<file path="src/rtl/program_store.sv">
// Run-time loadable instruction store: self-clears to NOP after reset, accepts a
// program over a valid/ready stream, and serves registered reads bounded by the program length.
module program_store #(
    parameter int                    DATA_WIDTH = 4,
    parameter int                    ADDR_WIDTH = 8,
    parameter logic [DATA_WIDTH-1:0] NOP_WORD   = DATA_WIDTH'(4'b0111)
) (
    input  logic                  clk,
    input  logic                  reset,
    input  logic [ADDR_WIDTH-1:0] addressIn,
    input  logic                  readEnable,
    output logic [DATA_WIDTH-1:0] dataOut,
    output logic                  dataValid,
    input  logic                  loadStart,
    input  logic                  loadValid,
    input  logic [DATA_WIDTH-1:0] loadData,
    input  logic                  loadLast,
    output logic                  loadReady,
    output logic                  busy,
    output logic [ADDR_WIDTH:0]   programLength,
    output logic                  truncated
);
    localparam int                DEPTH    = 1 << ADDR_WIDTH;
    localparam logic [ADDR_WIDTH:0] LAST_PTR = (ADDR_WIDTH+1)'(DEPTH - 1);

    typedef enum logic [1:0] {ST_CLEAR, ST_RUN, ST_LOAD} state_t;

    logic [DATA_WIDTH-1:0] mem [DEPTH];

    state_t                state_q, state_d;
    logic [ADDR_WIDTH:0]   clear_ptr_q, clear_ptr_d;
    logic [ADDR_WIDTH:0]   write_ptr_q, write_ptr_d;
    logic [ADDR_WIDTH:0]   prog_len_q, prog_len_d;
    logic                  truncated_q, truncated_d;
    logic [DATA_WIDTH-1:0] data_out_q, data_out_d;
    logic                  data_valid_q, data_valid_d;
    logic                  load_ready_q, load_ready_d;
    logic                  busy_q, busy_d;

    logic                  mem_we;
    logic [ADDR_WIDTH-1:0] mem_waddr;
    logic [DATA_WIDTH-1:0] mem_wdata;
    logic                  rd_in_range;

    // Widened compare so a full-depth program still bounds address DEPTH-1 correctly.
    assign rd_in_range = {1'b0, addressIn} < prog_len_q;

    always_comb begin
        state_d      = state_q;
        clear_ptr_d  = clear_ptr_q;
        write_ptr_d  = write_ptr_q;
        prog_len_d   = prog_len_q;
        truncated_d  = truncated_q;
        data_out_d   = data_out_q;
        data_valid_d = 1'b0;
        mem_we       = 1'b0;
        mem_waddr    = '0;
        mem_wdata    = NOP_WORD;

        case (state_q)
            ST_CLEAR: begin
                mem_we      = 1'b1;
                mem_waddr   = clear_ptr_q[ADDR_WIDTH-1:0];
                mem_wdata   = NOP_WORD;
                clear_ptr_d = clear_ptr_q + 1'b1;
                if (clear_ptr_q == LAST_PTR) begin
                    state_d = ST_RUN;
                end
            end
            ST_RUN: begin
                if (readEnable) begin
                    data_out_d   = rd_in_range ? mem[addressIn] : NOP_WORD;
                    data_valid_d = 1'b1;
                end
                // A simultaneous read still sees the old length, since prog_len_q is used above.
                if (loadStart) begin
                    state_d     = ST_LOAD;
                    write_ptr_d = '0;
                    prog_len_d  = '0;
                    truncated_d = 1'b0;
                end
            end
            ST_LOAD: begin
                if (loadValid && load_ready_q) begin
                    mem_we      = 1'b1;
                    mem_waddr   = write_ptr_q[ADDR_WIDTH-1:0];
                    mem_wdata   = loadData;
                    prog_len_d  = write_ptr_q + 1'b1;
                    write_ptr_d = write_ptr_q + 1'b1;
                    if (loadLast) begin
                        state_d = ST_RUN;
                    end else if (write_ptr_q == LAST_PTR) begin
                        truncated_d = 1'b1;
                        state_d     = ST_RUN;
                    end
                end
            end
            default: begin
                state_d = ST_CLEAR;
            end
        endcase

        busy_d       = (state_d != ST_RUN);
        load_ready_d = (state_d == ST_LOAD);
    end

    always_ff @(posedge clk) begin
        if (reset) begin
            state_q      <= ST_CLEAR;
            clear_ptr_q  <= '0;
            write_ptr_q  <= '0;
            prog_len_q   <= '0;
            truncated_q  <= 1'b0;
            data_out_q   <= NOP_WORD;
            data_valid_q <= 1'b0;
            load_ready_q <= 1'b0;
            busy_q       <= 1'b1;
        end else begin
            state_q      <= state_d;
            clear_ptr_q  <= clear_ptr_d;
            write_ptr_q  <= write_ptr_d;
            prog_len_q   <= prog_len_d;
            truncated_q  <= truncated_d;
            data_out_q   <= data_out_d;
            data_valid_q <= data_valid_d;
            load_ready_q <= load_ready_d;
            busy_q       <= busy_d;
        end
    end

    // Single write port with no reset so the array maps onto block RAM.
    always_ff @(posedge clk) begin
        if (mem_we && !reset) begin
            mem[mem_waddr] <= mem_wdata;
        end
    end

    assign dataOut       = data_out_q;
    assign dataValid     = data_valid_q;
    assign loadReady     = load_ready_q;
    assign busy          = busy_q;
    assign programLength = prog_len_q;
    assign truncated     = truncated_q;
endmodule

</file>
<file path="config.mk">
export PLATFORM = sky130hd
export DESIGN_NAME = program_store
export DESIGN_NICKNAME = d
export VERILOG_FILES = /design/src/rtl/program_store.sv
export SDC_FILE = /design/constraint.sdc
export NUM_CORES = 1
export LEC_CHECK = 0
export ABC_AREA = 0
export BUFFER_PORTS_ARGS = -buffer_cell sky130_fd_sc_hd__buf_4
export CORE_ASPECT_RATIO = 1.1
export CORE_UTILIZATION = 45
export CTS_CLUSTER_SIZE = 20
export DETAILED_ROUTE_END_ITERATION = 8
export PLACE_DENSITY_LB_ADDON = 0.2
export SYNTH_ARGS = -nofsm -noshare
export SYNTH_HDL_FRONTEND = slang
export SYNTH_SLANG_ARGS = --single-unit
export TNS_END_PERCENT = 20
</file>
<file path="constraint.sdc">
create_clock -name clk -period 12.3 [get_ports clk]
set_input_delay 1.845 -clock clk [delete_from_list [all_inputs] [get_ports clk]]
set_output_delay 1.845 -clock clk [all_outputs]
set_load 0.01 [all_outputs]
</file>
==> flow_summary_export.csv, run 1 <==
group,metric,value,unit
route,top_layer_used,"met4",
global_routing,grt_overflow,0,
place,io_buffers,34,
clock_network,path_clk_slew,60,ps
sta,hold_viol_final,0,
sta,max_freq,195.0,MHz
place,preCtsSetupSlack,6403,ps
floorplan,die_w,293.8,um
route,met2_wirelength,51950,um
cells_and_area,final_area,47150,um2
global_routing,grt_pass1_wl,157500,um
setup_path,r2r_slack,7770,ps
setup_path,max_stage_delay,790,ps
sta,finalCritPeriodShare,41.69,%
cells_and_area,fin_nets,2324,
route,finalWirelength,108300,um
synth,avgSynthCellArea,18.71,um2
hold_path,min_to,"truncated",
clock_network,tritoncts,"built",
setup_path,slowest_stage,"buf_4",
cells_and_area,mostFrequentLayoutCells,"1024 x edfxtp_1, 295 x nor2_1, 229 x mux4_2, 103 x clkbuf_16, 81 x a22oi_1",
cells_and_area,final_common_cell,"edfxtp_1",
floorplan,design.core.area,92670,um2
setup_path,crit_chain,"buf_8, buf_12, buf_4, mux4_2, a22oi_1, a21oi_1, nor4_1, nor4_1, o22a_1",
clock_network,clock_sinks,1052,
synth,synth-edff-count,1024,
synth,synth_area,42150,um2
synth,yosysSeqAreaShare,74.29,%
hold_path,hold_start,"truncated",
clock_network,post_cts_resized,0,
pwr,ir_drop,129.0,uV
floorplan,die_h,323.0,um
route,postRouteAntennaNets,0,
place,placed_area,43560,um2
route,drt_iter0_drc,2256,
synth,synth-seq-cells,1052,
synth,syn_inst,2253,
route,m1WireLength,43550,um
clock_network,cts.htree.levels,3,
synth,async_reset_ff_share,0,%
floorplan,io_pins,35,
status,outcome,"finished, final reports clean",
synth,synth_nets,2282,
setup_path,path_class,"input pin to register",
cells_and_area,area_growth,11.87,%
synth,yosys_warnings,0,
setup_path,cp_max_fo,85,
clock_network,clkLatencyLatePin,670,ps
setup_path,crit_top_cell,"nor4_1",
sta,relSlewSlack,19.85,%
sta,finalMaxSlewViolations,0,
setup_path,reg2reg_from,"state_q[1]",
route,vias_per_cell,6.044,
floorplan,start_util,45.48,%
cells_and_area,fin_util,50.88,%
sta,worst_pin_slew,1202,ps
pwr,power_leakage,16.81,nW
synth,ys.flop_type,"edfxtp_1",
cells_and_area,layout-drive-gt1-share,20.45,%
sta,fin_setup_tns,0,ps
hold_path,hold_depth,2,
place,gp_congestion,0.8392,
setup_path,r2r-end,"mem[235][1]",
route,drcViolationCount,0,
clock_network,cts_root_buf,"clkbuf_16",
route,wl_met3,8666,um
sta,clock_skew,20.20,ps
sta,layout_setup_ws,7172,ps
clock_network,cts_made_buffers,100,
floorplan,num_rows,117,
floorplan,die-area,94890,um2
hold_path,hold_path_class,"register to register",
setup_path,startpoint_type,"input pin",
sta,layout_min_cycle_time,5128,ps
clock_network,postCtsHoldBufs,0,
global_routing,antenna_found_initial,3,
synth,ys_types,66,
global_routing,grt_pass1_vias,22327,
clock_network,ctsLongestPathBuffers,3,
flow_run,maxCapViolations,0,
sta,rsz0062_at_grt,"false",
setup_path,setup.worst_path.end_class,"register",
route,firstDrtPassIters,5,
setup_path,reg2regPathDepth,8,
route,wl_per_cell,29.85,um
pwr,powerDensity,158.0,nW/um2
setup_path,critPathRequiredTime,12860,ps
place,dp_hpwl,66650,um
setup_path,arrival,5690,ps
sta,setup_viol,0,
global_routing,grtUsageTotal,23.15,%
global_routing,grt_max_degree,112,
route,vias,21922,
clock_network,cts_setup_buffers,0,
Yosys cell counts, drive strengths merged, types with 10 or more instances:
library cell	count	share of area, %
edfxtp	1024	73
nor2	297	2.6
mux4	232	12
a22oi	81	1.4
buf	75	1.4
nand2	75	0.67
mux2i	72	1.7
clkbuf	60	0.53
a21oi	45	0.53
nand3	31	0.37
dfxtp	28	1.3
inv	18	0.16
o21ai	18	0.21
nor2b	17	0.25
nand2b	14	0.21
nor4	12	0.18
a221oi	11	0.23
ha	11	0.33
nor3	11	0.13
nand4	10	0.15
metrics by stage:
| stage | hold WS, ps | total power, W | std cells |
|---|---|---|---|
| 6_report | 481.6 | 0.007452 | 3627 |
| 5_1_grt | 535.8 | 0.007628 | 3626 |
| 4_1_cts | 485.8 | 0.007487 | 3626 |
| 3_5_place_dp | 466.8 | 0.004165 | 3442 |
| 3_3_place_gp | 464.1 | 0.004165 | 3442 |
| 2_1_floorplan | 478.1 | 0.004093 | 2253 |
final cells by class:
type,count,area (um2)
clock inverters,66,954.7
well taps,1249,1563
fillers,7350,45520
flip-flops and latches,1052,31310
multi-input cells,1047,10010
repair buffers,75,603.1
diodes,1,2.502
inverters,19,71.32
clock buffers,118,2634
registers in the layout (all words and copies together) (netlist names):
| register | flops |
|---|---|
| state_q | 2 |
| truncated | 1 |
| mem | 1024 |
| clear_ptr_q | 9 |
| busy | 1 |
| dataValid | 1 |
| dataOut | 4 |
| loadReady | 1 |
| programLength | 9 |
how the worst max path moves through the flow:
stage,depth (start not counted),from,slack [ps],to
finish,9,addressIn[0],7170,dataOut[0]
global route,9,addressIn[0],6840,dataOut[0]
CTS,9,addressIn[0],7110,dataOut[0]
detailed placement,9,addressIn[0],6400,dataOut[0]
global placement,10,addressIn[0],6370,dataOut[2]
floorplan,5,loadValid,5760,mem[0][3]
where the power goes:
group | total [W] | internal, W | switching [W]
clock | 0.00336 | 0.00203 | 0.00133
sequential | 0.00387 | 0.00387 | 0.00000201
combinational | 0.000216 | 0.0000722 | 0.000144
total | 0.00745 | 0.00598 | 0.00148
critical path, delay by kind of cell:
family	cells	cell delay [ps]
compound gates	3	570
simple gates	2	630
mux	1	590
buf+inv	3	1810
layer usage:
layer / up-vias / GRT usage [%]
met3: 186 / 3.958
li1: 9173 / -
met4: 0 / 9.074
met2: 1004 / 36.89
met5: - / 0
met1: 11559 / 31.95
logic make-up (layout without fill, tap and decap cells):
group,after synthesis,count (layout),share of synthesized area [%]
flip-flops,1052,1052,74.29
AND/OR/NAND/NOR,503,503,5.189
multiplexers,312,312,14.35
AO/OA/AOI/OAI,210,210,3.470
buffers and inverters,154,278,2.149
adder cells (fa/ha/maj),11,11,0.3266
XOR/XNOR,11,11,0.2286
other,0,1,0
(Power assumes the default switching activity.)
==> run 2: changes to the inputs <==
Clock period 12.3 ns to 5 ns, I/O delays scaled along.
==> run 2 against run 1 <==
Net effect: core utilization is 0.17 points higher; cell count increased by 0.96%; register-to-register slack lost 6600 ps; largest power group unchanged; first-iteration DRC count rose by 4.8%; critical path depth decreased by 2; flip-flop and latch count is the same; global-route usage up 0.86 points; critical endpoint is now mem[247][0]; sequential share of layout area shrank 0.22 points; total power rose by 140%; setup slack worse by 6000 ps; critical path type is now register to register; worst hold slack worse by 120 ps; clock skew is 14 ps higher.
==> flow_summary_export.csv, run 2 (synthesized netlist as in run 1, its figures left out) <==
group,metric,value,unit
global_routing,antenna_found_initial,2,
place,preCtsSetupSlack,1053,ps
place,io_buffers,34,
hold_path,min_to,"dataValid",
flow_run,maxCapViolations,0,
setup_path,reg2regPathDepth,7,
global_routing,grt_max_degree,113,
global_routing,grt_pass1_wl,162000,um
setup_path,r2r-end,"mem[247][0]",
clock_network,post_cts_resized,0,
hold_path,hold_start,"readEnable",
setup_path,critPathRequiredTime,5330,ps
route,vias,22225,
cells_and_area,largest_register,"mem",
global_routing,grt_pass1_vias,22636,
sta,layout_setup_ws,1179,ps
setup_path,path_class,"register to register",
route,firstDrtPassIters,7,
cells_and_area,fin_nets,2356,
setup_path,arrival,4150,ps
route,wl_per_cell,30.60,um
clock_network,postCtsHoldBufs,0,
global_routing,grt_overflow,0,
floorplan,die_w,293.8,um
pwr,seqPwrFrac,53.0,%
cells_and_area,largest_register_ffs,1024,
clock_network,path_clk_slew,60,ps
sta,clock_skew,34.07,ps
route,drcViolationCount,0,
clock_network,clkLatencyLatePin,690,ps
sta,setup_viol,0,
sta,rsz0062_at_grt,"false",
route,drt_iter0_drc,2365,
pwr,p_comb_share,3.2,%
route,finalWirelength,112100,um
pwr,power_leakage,16.92,nW
cells_and_area,layout-drive-gt1-share,20.57,%
pwr,switchingPower,0.003670,W
sta,finalCritPeriodShare,76.41,%
global_routing,grtUsageTotal,24.01,%
cells_and_area,final_area,47310,um2
pwr,clkPwrFrac,43.8,%
floorplan,num_rows,117,
pwr,p_int,0.01431,W
setup_path,cp_max_fo,16,
sta,finalMaxSlewViolations,0,
status,outcome,"finished, final reports clean",
clock_network,clock_sinks,1052,
clock_network,cts_setup_buffers,0,
floorplan,die-area,94890,um2
floorplan,design.core.area,92670,um2
place,placed_area,43900,um2
place,dp_hpwl,71160,um
floorplan,io_pins,35,
floorplan,die_h,323.0,um
sta,relSlewSlack,18.71,%
sta,fin_setup_tns,0,ps
sta,worst_pin_slew,1219,ps
pwr,ir_drop,306.9,uV
setup_path,setup.worst_path.end_class,"register",
floorplan,start_util,45.48,%
place,gp_congestion,0.8671,
setup_path,startpoint_type,"register",
clock_network,cts.htree.levels,3,
cells_and_area,mostFrequentLayoutCells,"1024 x edfxtp_1, 296 x nor2_1, 229 x mux4_2, 104 x clkbuf_16, 89 x buf_4",
sta,max_freq,261.7,MHz
sta,hold_viol_final,0,
setup_path,r2r_slack,1180,ps
setup_path,reg2reg_from,"state_q[1]",
clock_network,cts_root_buf,"clkbuf_16",
pwr,p_sw_share,20.41,%
hold_path,hold_depth,3,
clock_network,cts_made_buffers,102,
clock_network,ctsLongestPathBuffers,3,
clock_network,tritoncts,"built",
cells_and_area,area_growth,12.25,%
sta,layout_min_cycle_time,3821,ps
route,vias_per_cell,6.069,
cells_and_area,final_common_cell,"edfxtp_1",
route,postRouteAntennaNets,0,
hold_path,hold_path_class,"input pin to register",
pwr,powerDensity,380.1,nW/um2
## run 2: worst max-delay path, stage by stage, from the launching register on
cell and delay (ps):
dfxtp_1 490, nor2b_1 280, nor2b_1 220, buf_4 220
a21oi_1 130, nor3_1 580, nand2_1 760, nor2_1 780
## run 2: stage by stage
step | utilization (%) | power [W] | instances | hold WS [ps]
floorplan | - | 0.01007 | 2253 | 478.1
global placement | 47.37 | 0.01028 | 3472 | 455.1
detailed placement | 47.37 | 0.01028 | 3472 | 466.7
CTS | 51.05 | 0.01808 | 3660 | 323.2
global route | 51.05 | 0.01843 | 3661 | 349.2
finish | 51.05 | 0.01798 | 3662 | 357.6
## run 2: power by group through the flow
stage	clock, W	sequential (W)	combinational [W]
CTS	0.00798	0.00953	0.000567
floorplan	0	0.00972	0.000357
global placement	0	0.00972	0.000563
detailed placement	0	0.00972	0.000565
finish	0.00788	0.00953	0.000568
global route	0.00832	0.00953	0.000590
## run 2: worst max path at each step
stage,from,end,slack (ps),cells past startpoint
after floorplan,loadValid,mem[0][0],-330,5
after global placement,loadValid,mem[245][1],1060,8
after detailed placement,addressIn[0],dataOut[0],1050,8
after CTS,state_q[1],mem[229][1],1280,7
after global routing,state_q[1],mem[231][1],990,7
final,state_q[1],mem[247][0],1180,7
## run 2: cell type report
| cell class | instances | area [um2] |
|---|---|---|
| Fill cell | 7409 | 45360 |
| Clock inverter | 57 | 674.4 |
| Clock buffer | 131 | 2734 |
| Inverter | 19 | 71.32 |
| Timing Repair Buffer | 105 | 978.4 |
| Antenna cell | 2 | 5.005 |
| Tap cell | 1249 | 1563 |
| Multi-Input combinational cell | 1047 | 9973 |
| Sequential cell | 1052 | 31310 |
## run 2: routing by layer
| metal | global-route usage [%] | share of wire, % |
|---|---|---|
| met1 | 31.78 | 39 |
| met2 | 39.83 | 50 |
| met3 | 4.768 | 7.8 |
| met4 | 8.125 | 3.3 |
| met5 | 0 | 0 |
